===== src/rtl/fifo_pkg.sv =====
// ============================================================================
// fifo_pkg
// Shared constants, read-controller state encoding and pointer helpers for
// the 8-entry synchronous FIFO.
// Revision: 1.0 - initial release
// ============================================================================
`default_nettype none

package fifo_pkg;

   localparam int FIFO_DEPTH  = 8;
   localparam int FIFO_PTR_W  = 4;   // 3-bit address plus wrap bit
   localparam int FIFO_ADDR_W = 3;

   typedef enum logic [1:0] {
      IDLE  = 2'd0,
      READY = 2'd1,
      FETCH = 2'd2,
      VALID = 2'd3
   } rd_state_t;

   // Binary to reflected Gray code.
   function automatic logic [FIFO_PTR_W-1:0] bin2gray(input logic [FIFO_PTR_W-1:0] b);
      return b ^ (b >> 1);
   endfunction

endpackage

`default_nettype wire


===== src/rtl/fifo_rd_ctrl_gray2bin.sv =====
// ============================================================================
// gray2bin
// Combinational Gray-to-binary pointer conversion: each binary bit is the
// XOR of all Gray bits at and above it.
// Revision: 1.0 - initial release
// ============================================================================
`default_nettype none

module gray2bin
   import fifo_pkg::*;
#(
   parameter int W = FIFO_PTR_W
) (
   input  logic [W-1:0] gray,
   output logic [W-1:0] bin
);

   for (genvar i = 0; i < W; i++) begin : g_bit
      assign bin[i] = ^gray[W-1:i];
   end

endmodule

`default_nettype wire


===== src/rtl/fifo_rd_ctrl.sv =====
// ============================================================================
// fifo_rd_ctrl
// Read-side controller of the 8-entry synchronous FIFO. Walks a Gray read
// pointer against the writer's Gray pointer, issues single-cycle reads to the
// storage array and presents words on a registered valid/ready port.
// Optional feature macro: FIFO_RD_ALMOST_EMPTY_EN (adds almost_empty output
// and the AE_LEVEL threshold parameter).
// Revision: 1.0 - initial release
// ============================================================================
`default_nettype none

module fifo_rd_ctrl
   import fifo_pkg::*;
#(
   parameter int DATA_W   = 8
`ifdef FIFO_RD_ALMOST_EMPTY_EN
   ,
   parameter int AE_LEVEL = 2
`endif
) (
   input  logic                   clk,
   input  logic                   rst_n,
   input  logic                   start,
   input  logic                   flush,
   input  logic [FIFO_PTR_W-1:0]  wr_ptr_gray,
   input  logic [DATA_W-1:0]      mem_rdata,
   output logic                   mem_rd_en,
   output logic [FIFO_ADDR_W-1:0] mem_rd_addr,
   output logic [FIFO_PTR_W-1:0]  rd_ptr_gray,
   output logic [DATA_W-1:0]      dout,
   output logic                   dout_valid,
   input  logic                   dout_ready,
   output logic                   empty,
`ifdef FIFO_RD_ALMOST_EMPTY_EN
   output logic                   almost_empty,
`endif
   output logic [FIFO_PTR_W-1:0]  count
);

   rd_state_t             state;
   rd_state_t             state_next;
   logic [FIFO_PTR_W-1:0] rd_bin;
   logic [FIFO_PTR_W-1:0] wr_bin;
   logic [FIFO_PTR_W-1:0] rd_gray_inc;
   logic                  read_issue;

   gray2bin #(.W(FIFO_PTR_W)) u_rd_g2b (.gray(rd_ptr_gray), .bin(rd_bin));
   gray2bin #(.W(FIFO_PTR_W)) u_wr_g2b (.gray(wr_ptr_gray), .bin(wr_bin));

   // Occupancy is the modulo-16 distance between the two binary pointers,
   // which stays correct across the wrap-bit toggle.
   assign empty       = (rd_ptr_gray == wr_ptr_gray);
   assign count       = wr_bin - rd_bin;
   assign mem_rd_addr = rd_bin[FIFO_ADDR_W-1:0];
   assign rd_gray_inc = bin2gray(rd_bin + 4'd1);

   // A read may start from an empty output register, or back-to-back with a
   // transfer out of VALID; never while empty or flushing.
   assign read_issue = ((state == READY) || ((state == VALID) && dout_ready))
                       && start && !empty && !flush;
   assign mem_rd_en  = read_issue;

   // State register.
   always_ff @(posedge clk or negedge rst_n) begin
      if (!rst_n) state <= IDLE;
      else        state <= state_next;
   end

   // Next-state decode; flush overrides every transition.
   always_comb begin
      state_next = state;
      if (flush) begin
         state_next = start ? READY : IDLE;
      end else begin
         case (state)
            IDLE:    if (start) state_next = READY;
            READY: begin
               if (read_issue)  state_next = FETCH;
               else if (!start) state_next = IDLE;
            end
            FETCH:   state_next = VALID;
            VALID: begin
               if (dout_ready) begin
                  if (read_issue) state_next = FETCH;
                  else if (start) state_next = READY;
                  else            state_next = IDLE;
               end
            end
            default: state_next = IDLE;
         endcase
      end
   end

   // Read pointer and output register; flush drops any word landing from an
   // in-flight fetch by simply not capturing it.
   always_ff @(posedge clk or negedge rst_n) begin
      if (!rst_n) begin
         rd_ptr_gray <= '0;
         dout        <= '0;
         dout_valid  <= 1'b0;
      end else if (flush) begin
         rd_ptr_gray <= wr_ptr_gray;
         dout        <= '0;
         dout_valid  <= 1'b0;
      end else begin
         if (read_issue) rd_ptr_gray <= rd_gray_inc;
         if (state == FETCH) begin
            dout       <= mem_rdata;
            dout_valid <= 1'b1;
         end else if ((state == VALID) && dout_ready) begin
            dout_valid <= 1'b0;
         end
      end
   end

`ifdef FIFO_RD_ALMOST_EMPTY_EN
   // Registered low-water flag on the storage occupancy.
   always_ff @(posedge clk or negedge rst_n) begin
      if (!rst_n) almost_empty <= 1'b1;
      else        almost_empty <= (count <= 4'(AE_LEVEL));
   end
`else
`endif

endmodule

`default_nettype wire


===== config.mk =====
export PLATFORM = sky130hd
export DESIGN_NAME = fifo_rd_ctrl
export DESIGN_NICKNAME = d
export VERILOG_FILES = /design/src/rtl/fifo_pkg.sv /design/src/rtl/fifo_rd_ctrl_gray2bin.sv /design/src/rtl/fifo_rd_ctrl.sv
export SDC_FILE = /design/constraint.sdc
export NUM_CORES = 1
export LEC_CHECK = 0
export BUFFER_PORTS_ARGS = -buffer_cell sky130_fd_sc_hd__buf_2
export CORE_ASPECT_RATIO = 1.2
export CORE_MARGIN = 1.5
export CORE_UTILIZATION = 42
export DETAILED_ROUTE_END_ITERATION = 12
export HOLD_SLACK_MARGIN = 0.03
export PLACE_DENSITY = 0.74
export SYNTH_ARGS = -nofsm -noshare
export SYNTH_HDL_FRONTEND = slang
export SYNTH_SLANG_ARGS = --single-unit

===== constraint.sdc =====
create_clock -name clk -period 2.2 [get_ports clk]
set_clock_uncertainty 0.1 [all_clocks]
set_input_delay 0.22 -clock clk [delete_from_list [all_inputs] [get_ports clk]]
set_output_delay 0.22 -clock clk [all_outputs]
set_load 0.01 [all_outputs]

==> Word-level counts from Yosys, hierarchy flattened <==
Cells that the tools add are included.
{ "word_totals": {"register_bits": 15, "out_inout_bits": 22, "inputBits": 17} }
{ "classes": {"n_reduce_logical": 18, "bitwise": 1, "n_addsub": 2, "n_eq_ne": 7, "n_mux": 15} }
{ "ops": {"columns": ["operator", "n"], "rows": [
  ["8-bit two-way mux", 2],
  ["2-bit two-way mux", 6],
  ["4-bit two-way mux", 2],
  ["2-bit one-hot mux with 4 select lines", 1],
  ["4-bit parity", 2],
  ["3-bit inequality test, second input constant", 2],
  ["3-bit parity", 2],
  ["4-bit by 1-bit adder with 4-bit output, second input constant", 1],
  ["2-bit == test, second input constant", 2],
  ["4-bit == test", 1],
  ["1-bit logical AND", 4],
  ["1-bit two-way mux", 4],
  ["4-bit inequality test, second input constant", 1],
  ["2-bit nonzero test", 2],
  ["2-bit parity", 2],
  ["4-bit subtractor", 1],
  ["4-bit by 3-bit bitwise XOR with 4-bit output", 1],
  ["3-bit AND reduction", 1],
  ["3-bit nonzero test", 1],
  ["2-bit by 1-bit == test with 1-bit output, second input constant", 1],
  ["1-bit zero test", 2],
  ["2-bit zero test", 1],
  ["1-bit logical OR", 1]
]} }

==> Logic depth before layout (Yosys ltp) <==
Gate-level depths: netlist of the first run.
{ "logic_depth": {"word_depth": 10, "mapped_depth": 9, "mapped_depth_nobuf": 9} }

==> Hierarchy <==
A second synthesis of the first run with hierarchy kept.
{ "hier_totals": {"hier_cells": 114, "area_unflattened_um2": 1011.0} }
{ "modules_own_cells": {"columns": ["mod", "cells_per_inst", "area_each_um2", "instances", "seq_area_each_um2"], "rows": [
  ["fifo_rd_ctrl", 104, 910.9, 1, 375.4],
  ["gray2bin", 5, 50.0, 2, 0.0]
]} }

==> Least setup slack after synthesis of the first run <==
Ideal clock, no wire load.
{ "synth_timing": {"kind": "reg-to-output", "from": "register rd_ptr_gray[2]", "to": "output port count[3]", "arrival_time_ns": 2.240, "path_slack_ns": -0.360, "t_required_ns": 1.880, "stages_incl_launch_ff": 10, "cell_sequence": "dfrtp_1 -> xor2_2 -> xor2_2 -> inv_2 -> xnor2_1 -> ha_1 -> inv_1 -> a21o_1 -> a21oi_1 -> xnor2_1"} }
{ "synth_via": {"elab_chain_cells": 2, "word_cells_on_any_way": 4} }
{ "synth_rtl": {"columns": ["element", "line_no", "source"], "rows": [
  ["start: declaration", "fifo_rd_ctrl.sv:29", "output logic [FIFO_PTR_W-1:0] rd_ptr_gray,"],
  ["start signal: assignment", "fifo_rd_ctrl.sv:102", "rd_ptr_gray <= wr_ptr_gray;"],
  ["start signal: assignment", "fifo_rd_ctrl.sv:106", "if (read_issue) rd_ptr_gray <= rd_gray_inc;"],
  ["2-bit parity", "fifo_rd_ctrl_gray2bin.sv:19", "assign bin[i] = ^gray[W-1:i];"],
  ["named net mem_rd_addr[2]", "fifo_rd_ctrl.sv:28", "output logic [FIFO_ADDR_W-1:0] mem_rd_addr,"],
  ["4-bit subtractor", "fifo_rd_ctrl.sv:53", "assign count = wr_bin - rd_bin;"],
  ["end: declaration", "fifo_rd_ctrl.sv:37", "output logic [FIFO_PTR_W-1:0] count"]
]} }
The timed path passes the listed nets, and every way through them passes these cells.

==> Worst setup path after layout of the first run <==
{ "layout_timing": {"from": "register rd_ptr_gray[3]", "to": "output port count[1]"} }
{ "layout_via": {"elab_chain_cells": 2, "word_cells_on_any_way": 3} }
{ "layout_rtl": {"columns": ["element", "line_no"], "rows": [
  ["4-bit parity or 3-bit parity (tied branches)", "fifo_rd_ctrl_gray2bin.sv:19"],
  ["4-bit subtractor *", "fifo_rd_ctrl.sv:53"]
]} }
Every way passes the cells marked *; elsewhere a longest branch is shown, timed or not.

==> summary.txt, run 1 <==
Outcome
  – Status: finished, violations left
  – Failing checks: negative setup slack

Routing
  – DR DRC count: 0
  – First-pass detailed-route iteration total: 4
  – DR iter-0 viols: 12
  – Total Routed Length: 2200 um
  – Routed Antenna Nets: 0
  – DR vias: 895
  – Via/cell ratio: 4.81
  – Wirelength per Cell: 11.8 um

Clock network
  – Clk Latency, worst-skew pair: 0.27 ns
  – Num Clock Sinks: 15
  – CTS buffer count: 3
  – H-tree levels: 1
  – CTS tree: built
  – Clock transition at the registers of the reported paths: 0.08 ns
  – Root buffer cell: clkbuf_4
  – Buffer depth of the longest clock path: 2

Critical path
  – Max stage delay on crit path: 0.52 ns
  – Worst reg2reg path depth: 6
  – Setup crit end: count[1]
  – Crit. End Element: primary output
  – R2R Path Start: rd_ptr_gray[1]$_DFFE_PN0P_
  – Reg2reg end: rd_ptr_gray[2]$_DFFE_PN0P_
  – Startpoint types: flop
  – Slowest CP cell: fa_2
  – CP arrival: 2.18 ns
  – Kind of critical path: reg2out
  – Critical Path RT: 1.88 ns
  – Crit path max fanout: 2
  – R2r setup slk: 0.48 ns
  – Cells along the critical path: xor2_4 -> xor2_4 -> inv_2 -> xnor2_4 -> ha_4 -> fa_2 -> inv_2 -> buf_6
  – Critical Path Start: rd_ptr_gray[3]$_DFFE_PN0P_

Yosys
  – Mapped Avg Cell Area: 8.86 um2
  – Synthesized flop and latch total: 15
  – Count leader, synth: nand2_1
  – Cells after Synth: 107
  – Post-synth top area cell: dfrtp_1
  – Synth warn: 0
  – Mapped Area: 948 um2
  – Top post-synthesis cells by count: nand2_1, dfrtp_1, a21oi_1
  – EDFF count, synth: 0
  – Synth cell types: 27
  – Top post-synthesis cells by area: dfrtp_1, nand2_1, xnor2_1, a21oi_1, ha_1
  – Share of the yosys chip area belonging to registers: 0.396
  – Async set or reset register ratio after synthesis: 1.00
  – Share of the synthesized area in the top cell type: 0.396
  – Net count after synthesis: 128
  – Ys flop type: dfrtp_1

Floorplan
  – Core footprint: 0.00209 mm2
  – Initial Util: 0.453
  – IO Pins: 39
  – Die ar.: 0.00255 mm2
  – Chip Height: 55.1 um
  – Die W: 46.4 um
  – Cell Rows: 18

Cells and area
  – Storage element area: 378 um2
  – ANT cells: 0
  – Number of fill cells in the layout: 193
  – Share of cells above drive strength 1: 0.436
  – Layout area overhead: 43.7%
  – Final Net Count: 178
  – Area of the multi-input gates: 603 um2

GRT
  – Largest net degree at the start of global routing: 22
  – First-pass GRT wire length: 3510 um
  – Total gr overflow: 0
  – Tot GR Track Use: 0.189
  – Vias in the first global route: 822
  – Antenna violations before repair: 0

Timing
  – Min cycle time layout: 2.50 ns
  – # setup viols final: 3
  – Hold Violations, Final: 0
  – Final total negative setup slack: -0.802 ns
  – Max Clk Rate: 0.401 GHz
  – RSZ-0062 raised after global routing: yes
  – Pins Over Slew Limit: 0
  – WHS: 0.0783 ns
  – Tcrit/Tclk final: 1.13
  – Setup WS post-layout: -0.296 ns
  – Relative slew slack: 0.605
  – Worst-margin pin slew: 0.591 ns

Place
  – Placer Congestion: 0.745
  – Detailed placement HPWL: 1770 um
  – Number of port buffers: 38

Pwr
  – VDD IR-drop max: 458 uV
  – Final total power: 1.02 mW
  – Static leakage: 0.670 nW
  – Pwr dens: 747 mW/mm2

Min path
  – HP Class: in2reg

Run
  – Max_cap viols: 0
[power by group]
| part | leakage, nW | total, mW | switching, mW | internal (mW) |
|---|---|---|---|---|
| clock network | 0.0150 | 0.148 | 0.0781 | 0.0701 |
| logic | 0.461 | 0.547 | 0.269 | 0.279 |
| registers | 0.194 | 0.323 | 0.0277 | 0.295 |
| total | 0.670 | 1.02 | 0.374 | 0.644 |
[critical path: cells and delay by family, from the launching register on]
| family | cells | cell delay, ns |
|---|---|---|
| adder cells (fa/ha/maj) | 2 | 0.69 |
| buffers and inverters | 3 | 0.23 |
| flip-flops | 1 | 0.45 |
| XOR/XNOR | 3 | 0.54 |
[flip-flops by register name, summed over array words and instances, names as in the netlist]
name / flops
rd_ptr_gray: 4
dout: 8
state: 2
dout_valid: 1
[layout make-up]
| class | count | share of cell area |
|---|---|---|
| inverter | 9 | 0.0266 |
| tap | 30 | 0.0275 |
| sequential | 15 | 0.277 |
| timing repair buffer | 49 | 0.207 |
| multi-input combinational | 79 | 0.443 |
| clock buffer | 4 | 0.0193 |
[placed cells by master, fill, tap and decap left out, types with 3 or more instances in the layout]
cell,instances
xnor2_1,4
clkbuf_4,3
buf_2,37
inv_2,3
nand2_1,25
nor2b_1,3
inv_1,5
a21oi_1,12
dfrtp_1,13
buf_4,10
o31ai_1,3
xnor2_2,3
nor2_1,3
[kinds of logic (layout without fill, tap and decap cells)]
logic type                 after synthesis  count (layout)  share of synthesized area
buffers and inverters                   13              62                     0.0554
xor gates and xnor gates                12              12                      0.127
DFF                                     15              15                      0.396
and+or+nand+nor                         38              38                      0.191
adders and majority gates                4               4                     0.0607
AOI/OAI and AO/OA                       25              25                      0.170
[how the worst min path moves through the flow]
stage / startpoint / cells after the start / endpoint / slack, ns
6_report: mem_rdata[6] / 3 / dout[6]$_DFFE_PN0P_ / 0.08
5_1_grt: mem_rdata[7] / 3 / dout[7]$_DFFE_PN0P_ / 0.08
4_1_cts: mem_rdata[7] / 3 / dout[7]$_DFFE_PN0P_ / 0.07
3_5_place_dp: rst_n / 1 / dout[7]$_DFFE_PN0P_ / 0.04
3_3_place_gp: rst_n / 1 / dout[3]$_DFFE_PN0P_ / 0.03
2_1_floorplan: rst_n / 0 / dout[0]$_DFFE_PN0P_ / -0.18
[through the flow]
stage               utilization  area (um2)  worst slack (ns)  cells
floorplan                     -        1030            -0.158    107
global placement          0.619        1300           -0.0218    179
detailed placement        0.619        1300           -0.0471    179
CTS                       0.643        1350            -0.312    185
global route              0.651        1360            -0.387    186
finish                    0.651        1360            -0.296    186
[layer usage]
| layer | GRT usage | part of all wire |
|---|---|---|
| met1 | 0.227 | 0.42 |
| met2 | 0.368 | 0.53 |
| met3 | 0.0130 | 0.053 |
| met4 | 0.0286 | 0 |
| met5 | 0 | 0 |
[timing repair]
item,CTS,global route
pin swaps,5,1
buffers inserted,1,1
endpoints found under the setup margin,3,4
gates resized for setup,1,1
gates cloned,0,0
endpoints found under the hold margin,15,0
hold buffers,1,0
No activity file was read; power rests on OpenSTA's default activity.
==> run 2: changes to the inputs <==
==> constraint.sdc (replaced) <==
create_clock -name clk -period 2.25 [get_ports clk]
set_clock_uncertainty 0.1 [all_clocks]
set_input_delay 0.225 -clock clk [delete_from_list [all_inputs] [get_ports clk]]
set_output_delay 0.225 -clock clk [all_outputs]
set_load 0.01 [all_outputs]
==> summary.txt, run 2 (synthesized netlist as in run 1, its figures left out) <==
Outcome
  – Status: finished, violations left
  – Failing checks: negative setup slack

Cells and area
  – Largest registers: dout: 8 flops, rd_ptr_gray: 4 flops, state: 2 flops
  – Largest register FFs: 8
  – Largest Register: dout
  – Most common cell after layout, fill and taps aside: buf_2
  – Layout area overhead: 41.4%
  – Final Net Count: 175
  – Commonest cells after routing, fill and taps aside: buf_2, nand2_1, dfrtp_1, a21oi_1, buf_4
  – Share of cells above drive strength 1: 0.431
  – ANT cells: 0
  – Number of fill cells in the layout: 207

Timing
  – Tcrit/Tclk final: 1.12
  – Worst-margin pin slew: 0.626 ns
  – RSZ-0062 raised after global routing: yes
  – Relative slew slack: 0.582
  – Final total negative setup slack: -0.695 ns
  – Max Clk Rate: 0.398 GHz
  – Hold Violations, Final: 0
  – Pins Over Slew Limit: 0
  – Min cycle time layout: 2.51 ns
  – # setup viols final: 3
  – Setup WS post-layout: -0.260 ns

Floorplan
  – Die ar.: 0.00255 mm2
  – Core footprint: 0.00209 mm2
  – Initial Util: 0.453
  – Cell Rows: 18
  – Chip Height: 55.1 um
  – Die W: 46.4 um
  – IO Pins: 39

Critical path
  – Top cell family by delay on the critical path: adder cells
  – R2r setup slk: 0.55 ns
  – Crit. End Element: primary output
  – Startpoint types: flop
  – Kind of critical path: reg2out
  – Buffers & Inverters on Critical Path: 3
  – Critical Path Start: rd_ptr_gray[3]$_DFFE_PN0P_
  – Max stage delay on crit path: 0.52 ns
  – R2R Path Start: rd_ptr_gray[3]$_DFFE_PN0P_
  – Cells along the critical path: xor2_4 -> xor2_4 -> inv_2 -> xnor2_4 -> ha_4 -> fa_2 -> inv_2 -> buf_6
  – Critical Path RT: 1.92 ns
  – Slowest CP cell: fa_2
  – Crit path max fanout: 2
  – CP arrival: 2.18 ns

Min path
  – HP Class: in2reg
  – Hold_sp: mem_rdata[6]

Clock network
  – Root buffer cell: clkbuf_4
  – Clk Latency, worst-skew pair: 0.27 ns
  – Post-CTS Setup Bufs: 0
  – Buffer depth of the longest clock path: 2
  – Num Clock Sinks: 15
  – H-tree levels: 1
  – CTS buffer count: 3
  – CTS tree: built
  – Clock transition at the registers of the reported paths: 0.09 ns

GRT
  – First-pass GRT wire length: 3600 um
  – Vias in the first global route: 841
  – Grt peak-use layer: met2
  – Grt met1 use: 0.245
  – Tot GR Track Use: 0.194
  – Antenna violations before repair: 0
  – Met3 GRT Util: 0.0162
  – Largest net degree at the start of global routing: 22
  – GR Util met2: 0.354
  – Total gr overflow: 0

Place
  – Placer Congestion: 0.745
  – Number of port buffers: 38
  – Post-Place Worst Slack: -0.00575 ns
  – Detailed placement HPWL: 1720 um

Routing
  – Wirelength per Cell: 12.0 um
  – DR vias: 899
  – Routed Antenna Nets: 0
  – Total Routed Length: 2190 um
  – DR DRC count: 0
  – First-pass detailed-route iteration total: 4
  – Via/cell ratio: 4.91
  – DR iter-0 viols: 15

Pwr
  – Pwr dens: 734 mW/mm2
  – VDD IR-drop max: 447 uV
  – Static leakage: 0.659 nW

Run
  – Max_cap viols: 0
## run 2: changes by cell type in the layout (fill, tap and decap cells not counted)
cell	change
clkinv_2	+1
buf_4	-3
clkbuf_1	-1
## run 2: path summary, 6_finish.rpt
check,end,depth (start not counted)
worst max-delay path,count[1],8
min in group asynchronous,dout[0]$_DFFE_PN0P_,2
worst min-delay path,dout[6]$_DFFE_PN0P_,3
worst min register to register,dout[7]$_DFFE_PN0P_,2
max in group asynchronous,rd_ptr_gray[2]$_DFFE_PN0P_,2
worst max register to register,rd_ptr_gray[2]$_DFFE_PN0P_,6
## run 2: metal layers
layer  vias to the layer above  share of wire  wire (um)
met5                         -              0          0
met1                       414           0.43        947
met2                        33           0.52       1130
li1                        452              -          -
met4                         0              0          0
met3                         0          0.050        110
## run 2: per-stage QoR
step	instances	power (mW)	cell area, um2	hold slack (ns)	utilization
4_1_cts	183	0.997	1330	0.0621	0.637
2_1_floorplan	107	0.657	1030	-0.171	-
3_5_place_dp	178	0.827	1290	0.0459	0.616
5_1_grt	183	1.07	1340	0.0653	0.640
3_3_place_gp	178	0.816	1290	0.0385	0.616
6_report	183	0.984	1340	0.0726	0.640
## run 2: area by class of cell
class                      count  area, um2  share of cell area
multi-input combinational     79        603               0.450
sequential                    15        378               0.282
inverter                       9       36.3              0.0271
timing repair buffer          46        259               0.193
clock inverter                 1       5.00             0.00373
tap                           30       37.5              0.0280
clock buffer                   3       22.5              0.0168
## run 2: report_power, final
group	internal [mW]	total, mW	switching [mW]
Clock	0.0658	0.148	0.0817
Sequential	0.289	0.315	0.0266
Combinational	0.262	0.522	0.259
## run 2: tightest hold or removal path: stages
cell     delay (ns)
buf_2          0.10
nand2_1        0.04
a21oi_1        0.05
## run 2: timing repair
action,CTS,global route
pin swaps,5,3
hold buffers,1,0
endpoints found under the hold margin,15,0
cloned,0,0
setup endpoints to repair,3,4
gates resized for setup,1,1
==> run 3: changes to the inputs <==
--- a/config.mk
+++ b/config.mk
@@ -8,10 +8,10 @@
 export BUFFER_PORTS_ARGS = -buffer_cell sky130_fd_sc_hd__buf_2
 export CORE_ASPECT_RATIO = 1.2
 export CORE_MARGIN = 1.5
-export CORE_UTILIZATION = 42
+export CORE_UTILIZATION = 46
 export DETAILED_ROUTE_END_ITERATION = 12
 export HOLD_SLACK_MARGIN = 0.03
-export PLACE_DENSITY = 0.74
+export PLACE_DENSITY = 0.77
 export SYNTH_ARGS = -nofsm -noshare
 export SYNTH_HDL_FRONTEND = slang
 export SYNTH_SLANG_ARGS = --single-unit
==> constraint.sdc (replaced) <==
create_clock -name clk -period 3.2 [get_ports clk]
set_clock_uncertainty 0.1 [all_clocks]
set_input_delay 0.32 -clock clk [delete_from_list [all_inputs] [get_ports clk]]
set_output_delay 0.32 -clock clk [all_outputs]
set_load 0.01 [all_outputs]
==> summary.txt, run 3 (synthesized netlist as in run 1, its figures left out) <==
Cells and area
  – Most common cell after layout, fill and taps aside: buf_2
  – Layout area overhead: 24.7%
  – Share of cells above drive strength 1: 0.329
  – Largest registers: dout: 8 flops, rd_ptr_gray: 4 flops, state: 2 flops
  – Final Net Count: 168
  – Largest Register: dout
  – Non-filler cells, final: 165
  – ANT cells: 0
  – Commonest cells after routing, fill and taps aside: buf_2, nand2_1, dfrtp_1, a21oi_1, xnor2_1
  – Largest register FFs: 8

Floorplan
  – Chip Height: 52.7 um
  – Core footprint: 0.00189 mm2
  – Initial Util: 0.501
  – Cell Rows: 17
  – Die W: 44.5 um
  – Die ar.: 0.00234 mm2
  – IO Pins: 39

Clock network
  – Root buffer cell: clkbuf_4
  – Clock transition at the registers of the reported paths: 0.09 ns
  – Cts hold-fix bufs: 1
  – Post-CTS Setup Bufs: 0
  – H-tree levels: 1
  – Post-cts sizing count: 0
  – CTS tree: built
  – Buffer depth of the longest clock path: 2
  – Num Clock Sinks: 15
  – CTS buffer count: 3
  – Clk Latency, worst-skew pair: 0.29 ns

Pwr
  – Net load switching power: 0.232 mW
  – Int Power: 0.371 mW
  – Clk network pwr share: 0.182
  – Sw frac: 0.384
  – Final total power: 0.602 mW
  – Sequential share of power: 0.369
  – Gate power share: 0.449
  – Static leakage: 0.597 nW
  – Pwr dens: 510 mW/mm2
  – VDD IR-drop max: 311 uV

Routing
  – Wirelength per Cell: 12.4 um
  – Routed Antenna Nets: 0
  – First-pass detailed-route iteration total: 9
  – DR DRC count: 3
  – Via/cell ratio: 5.32
  – Total Routed Length: 2040 um
  – DR vias: 878
  – DR iter-0 viols: 16

Critical path
  – Critical Path RT: 2.78 ns
  – Kind of critical path: reg2out
  – Crit. End Element: primary output
  – Startpoint types: flop
  – Crit path max fanout: 5
  – CP arrival: 2.51 ns

Min path
  – HP Class: in2reg

GRT
  – Largest net degree at the start of global routing: 22
  – Antenna violations before repair: 0
  – Total gr overflow: 0
  – First-pass GRT wire length: 3480 um
  – Vias in the first global route: 835
  – Tot GR Track Use: 0.204

Timing
  – Setup WS post-layout: 0.271 ns
  – # setup viols final: 0
  – Relative slew slack: 0.603
  – Final total negative setup slack: 0 ns
  – Pins Over Slew Limit: 0
  – RSZ-0062 raised after global routing: no
  – Max Clk Rate: 0.341 GHz
  – Min cycle time layout: 2.93 ns
  – Tcrit/Tclk final: 0.915
  – Worst-margin pin slew: 0.595 ns
  – Hold Violations, Final: 0

Outcome
  – Status: finished, violations left
  – Failing checks: design-rule violations

Place
  – Placed cell count: 160
  – Post-Place Worst Slack: 0.541 ns
  – Number of port buffers: 38
  – Placer Congestion: 0.765
  – Detailed placement HPWL: 1650 um

Run
  – Max_cap viols: 0
-- run 3: path summary, 6_finish.rpt --
kind | startpoint | to | slack (ns) | depth (start not counted)
setup reg to reg | rd_ptr_gray[3]$_DFFE_PN0P_ | rd_ptr_gray[2]$_DFFE_PN0P_ | 1.58 | 5
max in group asynchronous | rst_n | rd_ptr_gray[3]$_DFFE_PN0P_ | 2.37 | 2
setup / recovery | rd_ptr_gray[3]$_DFFE_PN0P_ | count[3] | 0.27 | 10
min in group asynchronous | rst_n | state[1]$_DFFE_PN0P_ | 0.37 | 2
hold / removal | mem_rdata[2] | dout[2]$_DFFE_PN0P_ | 0.16 | 3
hold reg to reg | dout[7]$_DFFE_PN0P_ | dout[7]$_DFFE_PN0P_ | 0.42 | 2
-- run 3: through the flow --
stage | utilization | hold slack [ns] | cell area (um2)
final | 0.625 | 0.159 | 1180
after global routing | 0.625 | 0.160 | 1180
after CTS | 0.625 | 0.159 | 1180
after detailed placement | 0.605 | 0.141 | 1150
after global placement | 0.605 | 0.136 | 1150
after floorplan | - | -0.0756 | 948
-- run 3: layout make-up --
cell class / count / area [um2]
clock buffer: 4 / 26.3
fill: 178 / 711
inverter: 9 / 36.3
multi-input combinational: 79 / 520
sequential: 15 / 375
tap: 19 / 23.8
timing repair buffer: 39 / 200
-- run 3: critical path: stages (launching register included) --
cell and delay [ns]:
dfrtp_1 0.48, xor2_2 0.27, xor2_2 0.28, inv_2 0.08, xnor2_1 0.21, ha_1 0.22
inv_1 0.05, a21o_1 0.17, a21oi_1 0.19, xnor2_1 0.14, buf_2 0.15
-- run 3: power groups by stage --
| stage | combinational [mW] | sequential (mW) | clock [mW] |
|---|---|---|---|
| 3_3_place_gp | 0.264 | 0.225 | 0 |
| 4_1_cts | 0.275 | 0.222 | 0.111 |
| 3_5_place_dp | 0.273 | 0.226 | 0 |
| 2_1_floorplan | 0.174 | 0.225 | 0 |
| 5_1_grt | 0.302 | 0.225 | 0.121 |
| 6_report | 0.270 | 0.222 | 0.110 |
-- run 3: metal layers --
layer	part of all wire	vias up	track usage
met2	0.53	30	0.380
met3	0.047	4	0.0345
li1	-	438	-
met5	0	-	0
met1	0.41	406	0.226
met4	0.013	0	0.0758
